$ cat config.mk
export PLATFORM = sky130hd
export DESIGN_NAME = instr_encoder
export DESIGN_NICKNAME = d
export VERILOG_FILES = /design/src/rtl/rv32_pkg.sv /design/src/rtl/imm_pack.sv /design/src/rtl/instr_encoder.sv
export SDC_FILE = /design/constraint.sdc
export NUM_CORES = 1
export LEC_CHECK = 0
export ABC_AREA = 1
export BUFFER_PORTS_ARGS = -buffer_cell sky130_fd_sc_hd__buf_4
export CAP_MARGIN = 20
export CORE_MARGIN = 10
export CORE_UTILIZATION = 39
export CTS_CLUSTER_DIAMETER = 120
export DETAILED_ROUTE_END_ITERATION = 16
export PLACE_DENSITY = 0.71
export SETUP_SLACK_MARGIN = 0.05
export SYNTH_ARGS = -nofsm -noshare
export SYNTH_HDL_FRONTEND = slang
export SYNTH_SLANG_ARGS = --single-unit
$ cat constraint.sdc
create_clock -name clk -period 2.88 [get_ports clk]
set_input_delay 0.288 -clock clk [delete_from_list [all_inputs] [get_ports clk]]
set_output_delay 0.288 -clock clk [all_outputs]
set_load 0.05 [all_outputs]
$ cat src/rtl/rv32_pkg.sv
// Shared RV32I encoding constants and the request record handed from the
// encoder to the field packer.
package rv32_pkg;

    // Format codes, identical to the immediate extender's immsrc encoding.
    localparam logic [2:0] FMT_I = 3'b000;
    localparam logic [2:0] FMT_S = 3'b001;
    localparam logic [2:0] FMT_B = 3'b010;
    localparam logic [2:0] FMT_J = 3'b011;
    localparam logic [2:0] FMT_U = 3'b100;
    localparam logic [2:0] FMT_R = 3'b101;

    localparam logic [6:0] OPC_LUI    = 7'b0110111;
    localparam logic [6:0] OPC_AUIPC  = 7'b0010111;
    localparam logic [6:0] OPC_JAL    = 7'b1101111;
    localparam logic [6:0] OPC_JALR   = 7'b1100111;
    localparam logic [6:0] OPC_BRANCH = 7'b1100011;
    localparam logic [6:0] OPC_LOAD   = 7'b0000011;
    localparam logic [6:0] OPC_STORE  = 7'b0100011;
    localparam logic [6:0] OPC_OP_IMM = 7'b0010011;
    localparam logic [6:0] OPC_OP     = 7'b0110011;

    localparam logic [31:0] NOP_INSTR = 32'h0000_0013;

    typedef struct packed {
        logic [2:0]  fmt;
        logic [6:0]  opcode;
        logic [4:0]  rd;
        logic [4:0]  rs1;
        logic [4:0]  rs2;
        logic [2:0]  funct3;
        logic [6:0]  funct7;
        logic [31:0] imm;
    } enc_req_t;

    // True when v is representable as a signed value of the given bit width.
    function automatic logic fits_signed(input logic [31:0] v, input int unsigned bits);
        logic [31:0] hi;
        hi = $unsigned($signed(v) >>> (bits - 1));
        return (hi == 32'h0) || (hi == 32'hFFFF_FFFF);
    endfunction

endpackage

$ cat src/rtl/imm_pack.sv
// Combinational field packer: builds the RV32I word for one request and
// flags immediates the chosen format cannot represent.
module imm_pack
    import rv32_pkg::*;
(
    input  enc_req_t    req,
    output logic [31:0] instr,
    output logic        illegal
);

    always_comb begin
        instr   = NOP_INSTR;
        illegal = 1'b0;
        case (req.fmt)
            FMT_I: begin
                instr   = {req.imm[11:0], req.rs1, req.funct3, req.rd, req.opcode};
                illegal = !fits_signed(req.imm, 12);
            end
            FMT_S: begin
                instr   = {req.imm[11:5], req.rs2, req.rs1, req.funct3, req.imm[4:0], req.opcode};
                illegal = !fits_signed(req.imm, 12);
            end
            FMT_B: begin
                instr   = {req.imm[12], req.imm[10:5], req.rs2, req.rs1, req.funct3,
                           req.imm[4:1], req.imm[11], req.opcode};
                illegal = !fits_signed(req.imm, 13) || req.imm[0];
            end
            FMT_J: begin
                instr   = {req.imm[20], req.imm[10:1], req.imm[11], req.imm[19:12],
                           req.rd, req.opcode};
                illegal = !fits_signed(req.imm, 21) || req.imm[0];
            end
            FMT_U: begin
                instr   = {req.imm[31:12], req.rd, req.opcode};
                illegal = |req.imm[11:0];
            end
            FMT_R: begin
                instr   = {req.funct7, req.rs2, req.rs1, req.funct3, req.rd, req.opcode};
            end
            default: begin
                illegal = 1'b1;
            end
        endcase
    end

endmodule

$ cat src/rtl/instr_encoder.sv
// Instruction encoder: registers packed RV32I words behind a valid/ready
// stage, stamping each with a sequential word address and an error flag.
module instr_encoder
    import rv32_pkg::*;
#(
    parameter int          XLEN      = 32,
    parameter logic [31:0] BASE_ADDR = 32'h0000_0000
) (
    input  logic            clk,
    input  logic            reset,
    input  logic            in_valid,
    output logic            in_ready,
    input  logic [2:0]      in_fmt,
    input  logic [6:0]      in_opcode,
    input  logic [4:0]      in_rd,
    input  logic [4:0]      in_rs1,
    input  logic [4:0]      in_rs2,
    input  logic [2:0]      in_funct3,
    input  logic [6:0]      in_funct7,
    input  logic [XLEN-1:0] in_imm,
    input  logic            addr_load,
    input  logic [XLEN-1:0] addr_val,
    output logic            out_valid,
    input  logic            out_ready,
    output logic [XLEN-1:0] out_instr,
    output logic [XLEN-1:0] out_addr,
    output logic            out_err,
    output logic [7:0]      err_count
);

    enc_req_t    req;
    logic [31:0] pack_instr;
    logic        pack_illegal;
    logic        accept;
    logic [31:0] load_addr;
    logic [31:0] beat_addr;
    logic        unused_addr_lsbs;

    logic        out_valid_q, out_valid_d;
    logic [31:0] out_instr_q, out_instr_d;
    logic [31:0] out_addr_q,  out_addr_d;
    logic        out_err_q,   out_err_d;
    logic [7:0]  err_count_q, err_count_d;
    logic [31:0] next_addr_q, next_addr_d;

    assign req = '{fmt: in_fmt, opcode: in_opcode, rd: in_rd, rs1: in_rs1, rs2: in_rs2,
                   funct3: in_funct3, funct7: in_funct7, imm: in_imm};

    imm_pack u_imm_pack (
        .req     (req),
        .instr   (pack_instr),
        .illegal (pack_illegal)
    );

    assign in_ready         = !reset && (!out_valid_q || out_ready);
    assign accept           = in_valid && in_ready;
    assign load_addr        = {addr_val[31:2], 2'b00};
    assign unused_addr_lsbs = ^addr_val[1:0];
    assign beat_addr        = addr_load ? load_addr : next_addr_q;

    always_comb begin
        out_valid_d = out_valid_q;
        out_instr_d = out_instr_q;
        out_addr_d  = out_addr_q;
        out_err_d   = out_err_q;
        err_count_d = err_count_q;
        next_addr_d = next_addr_q;
        if (accept) begin
            out_valid_d = 1'b1;
            out_instr_d = pack_illegal ? NOP_INSTR : pack_instr;
            out_err_d   = pack_illegal;
            out_addr_d  = beat_addr;
            next_addr_d = beat_addr + 32'd4;
            if (pack_illegal && (err_count_q != 8'hFF))
                err_count_d = err_count_q + 8'd1;
        end else begin
            if (out_ready)
                out_valid_d = 1'b0;
            if (addr_load)
                next_addr_d = load_addr;
        end
    end

    // Reset also wins over addr_load, so next_addr always restarts at BASE_ADDR.
    always_ff @(posedge clk) begin
        if (reset) begin
            out_valid_q <= 1'b0;
            out_instr_q <= 32'h0;
            out_addr_q  <= BASE_ADDR;
            out_err_q   <= 1'b0;
            err_count_q <= 8'h0;
            next_addr_q <= BASE_ADDR;
        end else begin
            out_valid_q <= out_valid_d;
            out_instr_q <= out_instr_d;
            out_addr_q  <= out_addr_d;
            out_err_q   <= out_err_d;
            err_count_q <= err_count_d;
            next_addr_q <= next_addr_d;
        end
    end

    assign out_valid = out_valid_q;
    assign out_instr = out_instr_q;
    assign out_addr  = out_addr_q;
    assign out_err   = out_err_q;
    assign err_count = err_count_q;

endmodule
======== After elaboration in Yosys (flattened, before gate mapping) ========
Index checks and enable logic that the tools add are counted.
word-level totals
  bits in registers ....................... 106
  word-level logic and storage cells ...... 46
  output and inout bits ................... 75
  input bits .............................. 104
operators by class
  eq/ne operators ......................... 9
  add/sub/neg operators ................... 2
  mux-type cells .......................... 7
  reduce and logical (&&, ||, !) cells .... 22
operators with widths
  kind                     number
  $pmux W32 S6             1
  $eq A32 B32 Y1 const B   3
  $logic_not A32 Y1        3
  $mux W32                 3
  $add A32 B3 Y32 const B  1
  $reduce_or A12 Y1        1
  $add A8 B1 Y8 const B    1
  $ne A8 B8 Y1 const B     1
  $eq A3 B2 Y1 const B     2
  $eq A3 B3 Y1 const B     2
  $logic_or A1 B1 Y1       6
  $logic_not A1 Y1         5
  $pmux W1 S5              1
  $eq A3 B1 Y1 const B     1
  $logic_and A1 B1 Y1      3
  $logic_not A3 Y1         1
  $mux W1                  2
  $reduce_and A2 Y1        1
  $reduce_bool A2 Y1       1
  $reduce_or A2 Y1         1

======== Logic depth before layout (Yosys ltp) ========
  depth in word-level cells ............... 7
  gate-level depth with buffers ........... 15
  depth with buffers taken out ............ 14

======== Modules after synthesis ========
From an unflattened synthesis, not the netlist that was laid out.
second synthesis, totals
  cells, all modules ...................... 879
  area, all modules ....................... 5741.8 um^2
by module, submodules not included
  module         seq. area each (um^2)  cells an instance  area each (um^2)  times used
  instr_encoder  2122.0                 685                4889.7            1
  imm_pack       0.0                    194                852.1             1

======== Least setup slack after synthesis ========
No wires, ideal clock.
  path type ............................... register -> register
  from .................................... register out_valid_q (netlist: out_valid)
  to ...................................... register err_count_q[7] (netlist: err_count[7])
  path buffers ............................ 2
  path slack .............................. 0.266 ns
  stages on the path, launching flop included .. 9
  data arrival time ....................... 2.486 ns
  library setup time ...................... 0.128 ns
  period minus slack after synthesis ...... 2.614 ns
  data required time ...................... 2.752 ns
  cells stage by stage .................... dfxtp_1 a21oi_1 nand2_1 inv_1 buf_2 buf_1 nand4_1 nand2_1 nor2_1
on the way
  longest elaborated chain between the ends .. 5
ends and longest elaborated chain
  element                             RTL line             text
  from (decl)                         instr_encoder.sv:39  logic out_valid_q, out_valid_d;
  from (signal assigned)              instr_encoder.sv:94  out_valid_q <= out_valid_d;
  $logic_not A1 Y1                    instr_encoder.sv:55  assign in_ready = !reset && (!out_valid_q || out_ready);
  $logic_or A1 B1 Y1                  instr_encoder.sv:55
  $logic_and A1 B1 Y1                 instr_encoder.sv:55
  via in_ready                        instr_encoder.sv:12  output logic in_ready,
  $logic_and A1 B1 Y1                 instr_encoder.sv:56  assign accept = in_valid && in_ready;
  $reduce_and A2 Y1 (no source line)  -
  to (signal assigned)                instr_encoder.sv:98  err_count_q <= err_count_d;
  to (decl)                           instr_encoder.sv:43  logic [7:0] err_count_q, err_count_d;
The timed path passes the listed nets, and every way through them passes these cells.
A chain may end at the register's enable or synchronous reset.

======== Worst setup path in the final report ========
  from .................................... register out_valid_q (netlist: out_valid)
  to ...................................... register err_count_q[1] (netlist: err_count[1])
on the way
  longest elaborated chain between the ends .. 5
ends and longest elaborated chain
  element                             RTL line
  $logic_not A1 Y1                    instr_encoder.sv:55
  $logic_or A1 B1 Y1                  instr_encoder.sv:55
  $logic_and A1 B1 Y1                 instr_encoder.sv:55
  $logic_and A1 B1 Y1                 instr_encoder.sv:56
  $reduce_and A2 Y1 (no source line)  -
Every way passes these cells.

==> run summary <==
Routing usage on met2 = 30.59%
Worst skew pair latency = 0.35 ns
Setup bufs post-CTS = 0
Boundary Pins = 179
Combinational share of power = 22.9%
Post-synthesis async set-or-reset flop share = 0%
Mapped Area = 0.005689 sq mm
Port bufs = 176
Clock skew = 0.008795 ns
Reg2Reg Depth = 8
Final core occ = 51.47%
Dpl hpwl = 13860 um
Core area = 0.01442 sq mm
First-pass GRT wire length = 29750 um
Sequential element share of the synthesized area = 37.30%
Most frequent cells after synthesis = nand2_1 (273), dfxtp_1 (106), nor2_1 (95)
Number of cells on the critical path = 8
Non-filler cells, final = 1226
Flops & latches, synth = 106
Kind of critical path = flop to flop
Synth top area share = 37.30%
Routability cong. = 0.9033
GR Util met3 = 7.020%
Sw Ratio = 32.08%
Final setup TNS = 0 ns
Reg2reg start = out_valid$_SDFFE_PP0P_
Syn avg cell area = 6.472 sq um
Vias per cell = 4.944
Power density over cell area = 488.3 mW/mm^2
Fill count = 1511
Layout cells sized above 1 = 22.74%
Met1 usage = 20.81%
Routed wire length = 18710 um
Final hold vios = 0
CTS Buffer Depth = 2
Antenna-violating nets left = 0
Initial Util = 39.44%
Status = completed
Reg clk slew, reported paths = 0.07 ns
FF-to-FF End = err_count[1]$_SDFFE_PP0P_
Placed cells = 1210
Reg2reg setup slack = 0.90 ns
DR pass1 iterations = 4
Root buffer cell = clkbuf_16
Crit-path slowest cell = inv_2
Peak Freq = 504.7 MHz
Grt peak-use layer = met2
Placement Rows = 44
Die X = 140.8 um
CP Data Arrival Time = 2.27 ns
Tmin final = 1.981 ns
HP Class = primary input to flop
CP required = 3.17 ns
Sw Pwr = 0.001163 W
Peak supply drop = 254.4 uV
CP Capture Type = flop
Sink Count = 106
Clock power frac = 33.4%
Worst setup SP type = flop
CP Cell Sequence = a21oi_1 -> nand2_2 -> inv_2 -> buf_4 -> nand3_1 -> nand2_1 -> nand2_1 -> nor2_1
Netlist cell types = 42
Reg power frac = 43.6%
Area occupied by multi-input gates = 0.003015 sq mm
Post-CTS Resized = 0
Rel. slew slack = 44.14%
Max-Cap Viols = 0
Die H = 140.8 um
Total track usage = 18.17%
Vias in the first global route = 5828
Drt first-iter violations = 335
Synth Warn # = 0
Final max-slew violation count = 0
EDFF count, synth = 0
Clock buffer count from CTS = 9
Area leader, netlist = dfxtp_1
Ranking of synthesized cells by area = dfxtp_1 (37%), nand2_1 (18%), nand3_1 (6.4%)
CP Buf/Inv Count = 2
Hold buffer count at cts = 0
Area grow syn2layout = 30.48%
Internal power = 0.002462 W
# DRC = 0
Crit-path max cell delay = 0.41 ns
Worst-margin pin slew = 0.8291 ns
Htree depth = 3
Mapped Nets = 985
Overflow after GRT = 0
Nets = 1143
Register area = 0.002122 sq mm
Vias = 6061
Avg WL per Cell = 15.26 um
Cells after synthesis = 879
Crit path to = err_count[1]$_SDFFE_PP0P_
CTS tree = built
Crit-path most repeated cell = nand2_1
N_diodes = 0
Largest net degree at the start of global routing = 86
RSZ-0062 raised after global routing = false
Most frequent cell after synthesis = nand2_1
Top delay family on crit path = buffers and inverters
Top FF cell, synth = dfxtp_1
CP Max Fanout = 23
Leak Pwr = 3.499 nW
Initial antenna violation count = 0
Die area = 0.01982 sq mm
Critical Path Source = out_valid$_SDFFE_PP0P_
Finish-stage setup viols = 0
Fin crit share = 68.80%
==> power groups by stage <==
stage / clock network (W) / registers [W] / logic [W]
final: 0.00121 / 0.00158 / 0.000832
after global routing: 0.00130 / 0.00159 / 0.000907
after CTS: 0.00125 / 0.00158 / 0.000836
after detailed placement: 0 / 0.00162 / 0.000834
after global placement: 0 / 0.00161 / 0.000829
after floorplan: 0 / 0.00180 / 0.000338
==> flip-flops by register name, indices dropped and copies added (netlist names) <==
signal	flops
out_instr	32
out_valid	1
out_err	1
next_addr_q	32
out_addr	32
err_count	8
==> stage by stage <==
step                worst slack, ns  power (W)  instance area, sq um  hold WS (ns)
finish                       0.8987   0.003625                  7423        0.1405
global route                 0.6339   0.003802                  7423        0.1437
CTS                          0.8694   0.003664                  7423        0.1318
detailed placement           0.5780   0.002449                  7141        0.4339
global placement             0.6035   0.002442                  7141        0.4314
floorplan                    0.2660   0.002135                  5689        0.4054
==> worst min-delay path, delay by kind of cell <==
kind	cells	cell delay [ns]
buffers and inverters	1	0.08
AND/OR/NAND/NOR	2	0.10
==> metal layers <==
| layer | part of all wire [%] | wire length [um] |
|---|---|---|
| met1 | 42 | 7856 |
| met2 | 48 | 8902 |
| met3 | 8.7 | 1635 |
| met4 | 1.7 | 320 |
| met5 | 0 | 0 |
==> cell families (layout without fill, tap and decap cells) <==
kind of cell               after synthesis  after routing  synth area share (%)
adders and majority gates                2              2                0.4398
AOI/OAI and AO/OA                      144            144                 14.82
buffers and inverters                  129            292                 9.742
DFF                                    106            106                 37.30
xor gates and xnor gates                 1              1                0.1540
and+or+nand+nor                        497            497                 37.54
==> worst min path at each step <==
stage	startpoint	to	slack, ns	cells past startpoint
final	in_opcode[0]	out_instr[0]$_SDFFE_PP0P_	0.14	3
after CTS	in_opcode[0]	out_instr[0]$_SDFFE_PP0P_	0.13	3
after floorplan	in_valid	out_valid$_SDFFE_PP0P_	0.41	2
after detailed placement	next_addr_q[1]$_SDFF_PP0_	next_addr_q[1]$_SDFF_PP0_	0.43	2
after global placement	next_addr_q[0]$_SDFF_PP0_	next_addr_q[0]$_SDFF_PP0_	0.43	2
after global routing	in_opcode[4]	out_instr[4]$_SDFFE_PP0P_	0.14	3
==> cells in the final DEF (no fill, tap or decap), types with 2 or more instances in the layout <==
| cell type | Yosys | final |
|---|---|---|
| nand2_1 | 273 | 272 |
| buf_4 | 4 | 182 |
| dfxtp_1 | 106 | 106 |
| nor2_1 | 95 | 95 |
| inv_1 | 87 | 86 |
| nand3_1 | 73 | 73 |
| a21oi_1 | 58 | 58 |
| o21ai_0 | 50 | 50 |
| nor3_1 | 20 | 20 |
| a22o_1 | 10 | 10 |
| nand4_1 | 9 | 9 |
| clkbuf_16 | 0 | 9 |
| nand2_2 | 6 | 7 |
| o21ai_2 | 6 | 6 |
| nor2_2 | 5 | 5 |
| o211ai_1 | 5 | 5 |
| inv_2 | 2 | 4 |
| nand3_2 | 4 | 4 |
| a31oi_1 | 4 | 4 |
| o221ai_1 | 4 | 4 |
| nor2_4 | 3 | 3 |
| o21a_1 | 3 | 3 |
| buf_12 | 0 | 3 |
| or2_2 | 2 | 2 |
| ha_1 | 2 | 2 |
| clkinv_2 | 0 | 2 |
| clkbuf_8 | 0 | 2 |
==> area by class of cell <==
class                           instances  share of cell area (%)
Multi-Input combinational cell        644                   40.62
Sequential cell                       106                   28.59
Timing Repair Buffer                  185                   19.21
Inverter                               91                   4.669
Clock buffer                           12                   3.455
Tap cell                              184                   3.101
Clock inverter                          4                  0.3540
Note: power is estimated with default switching activity, not from simulation.
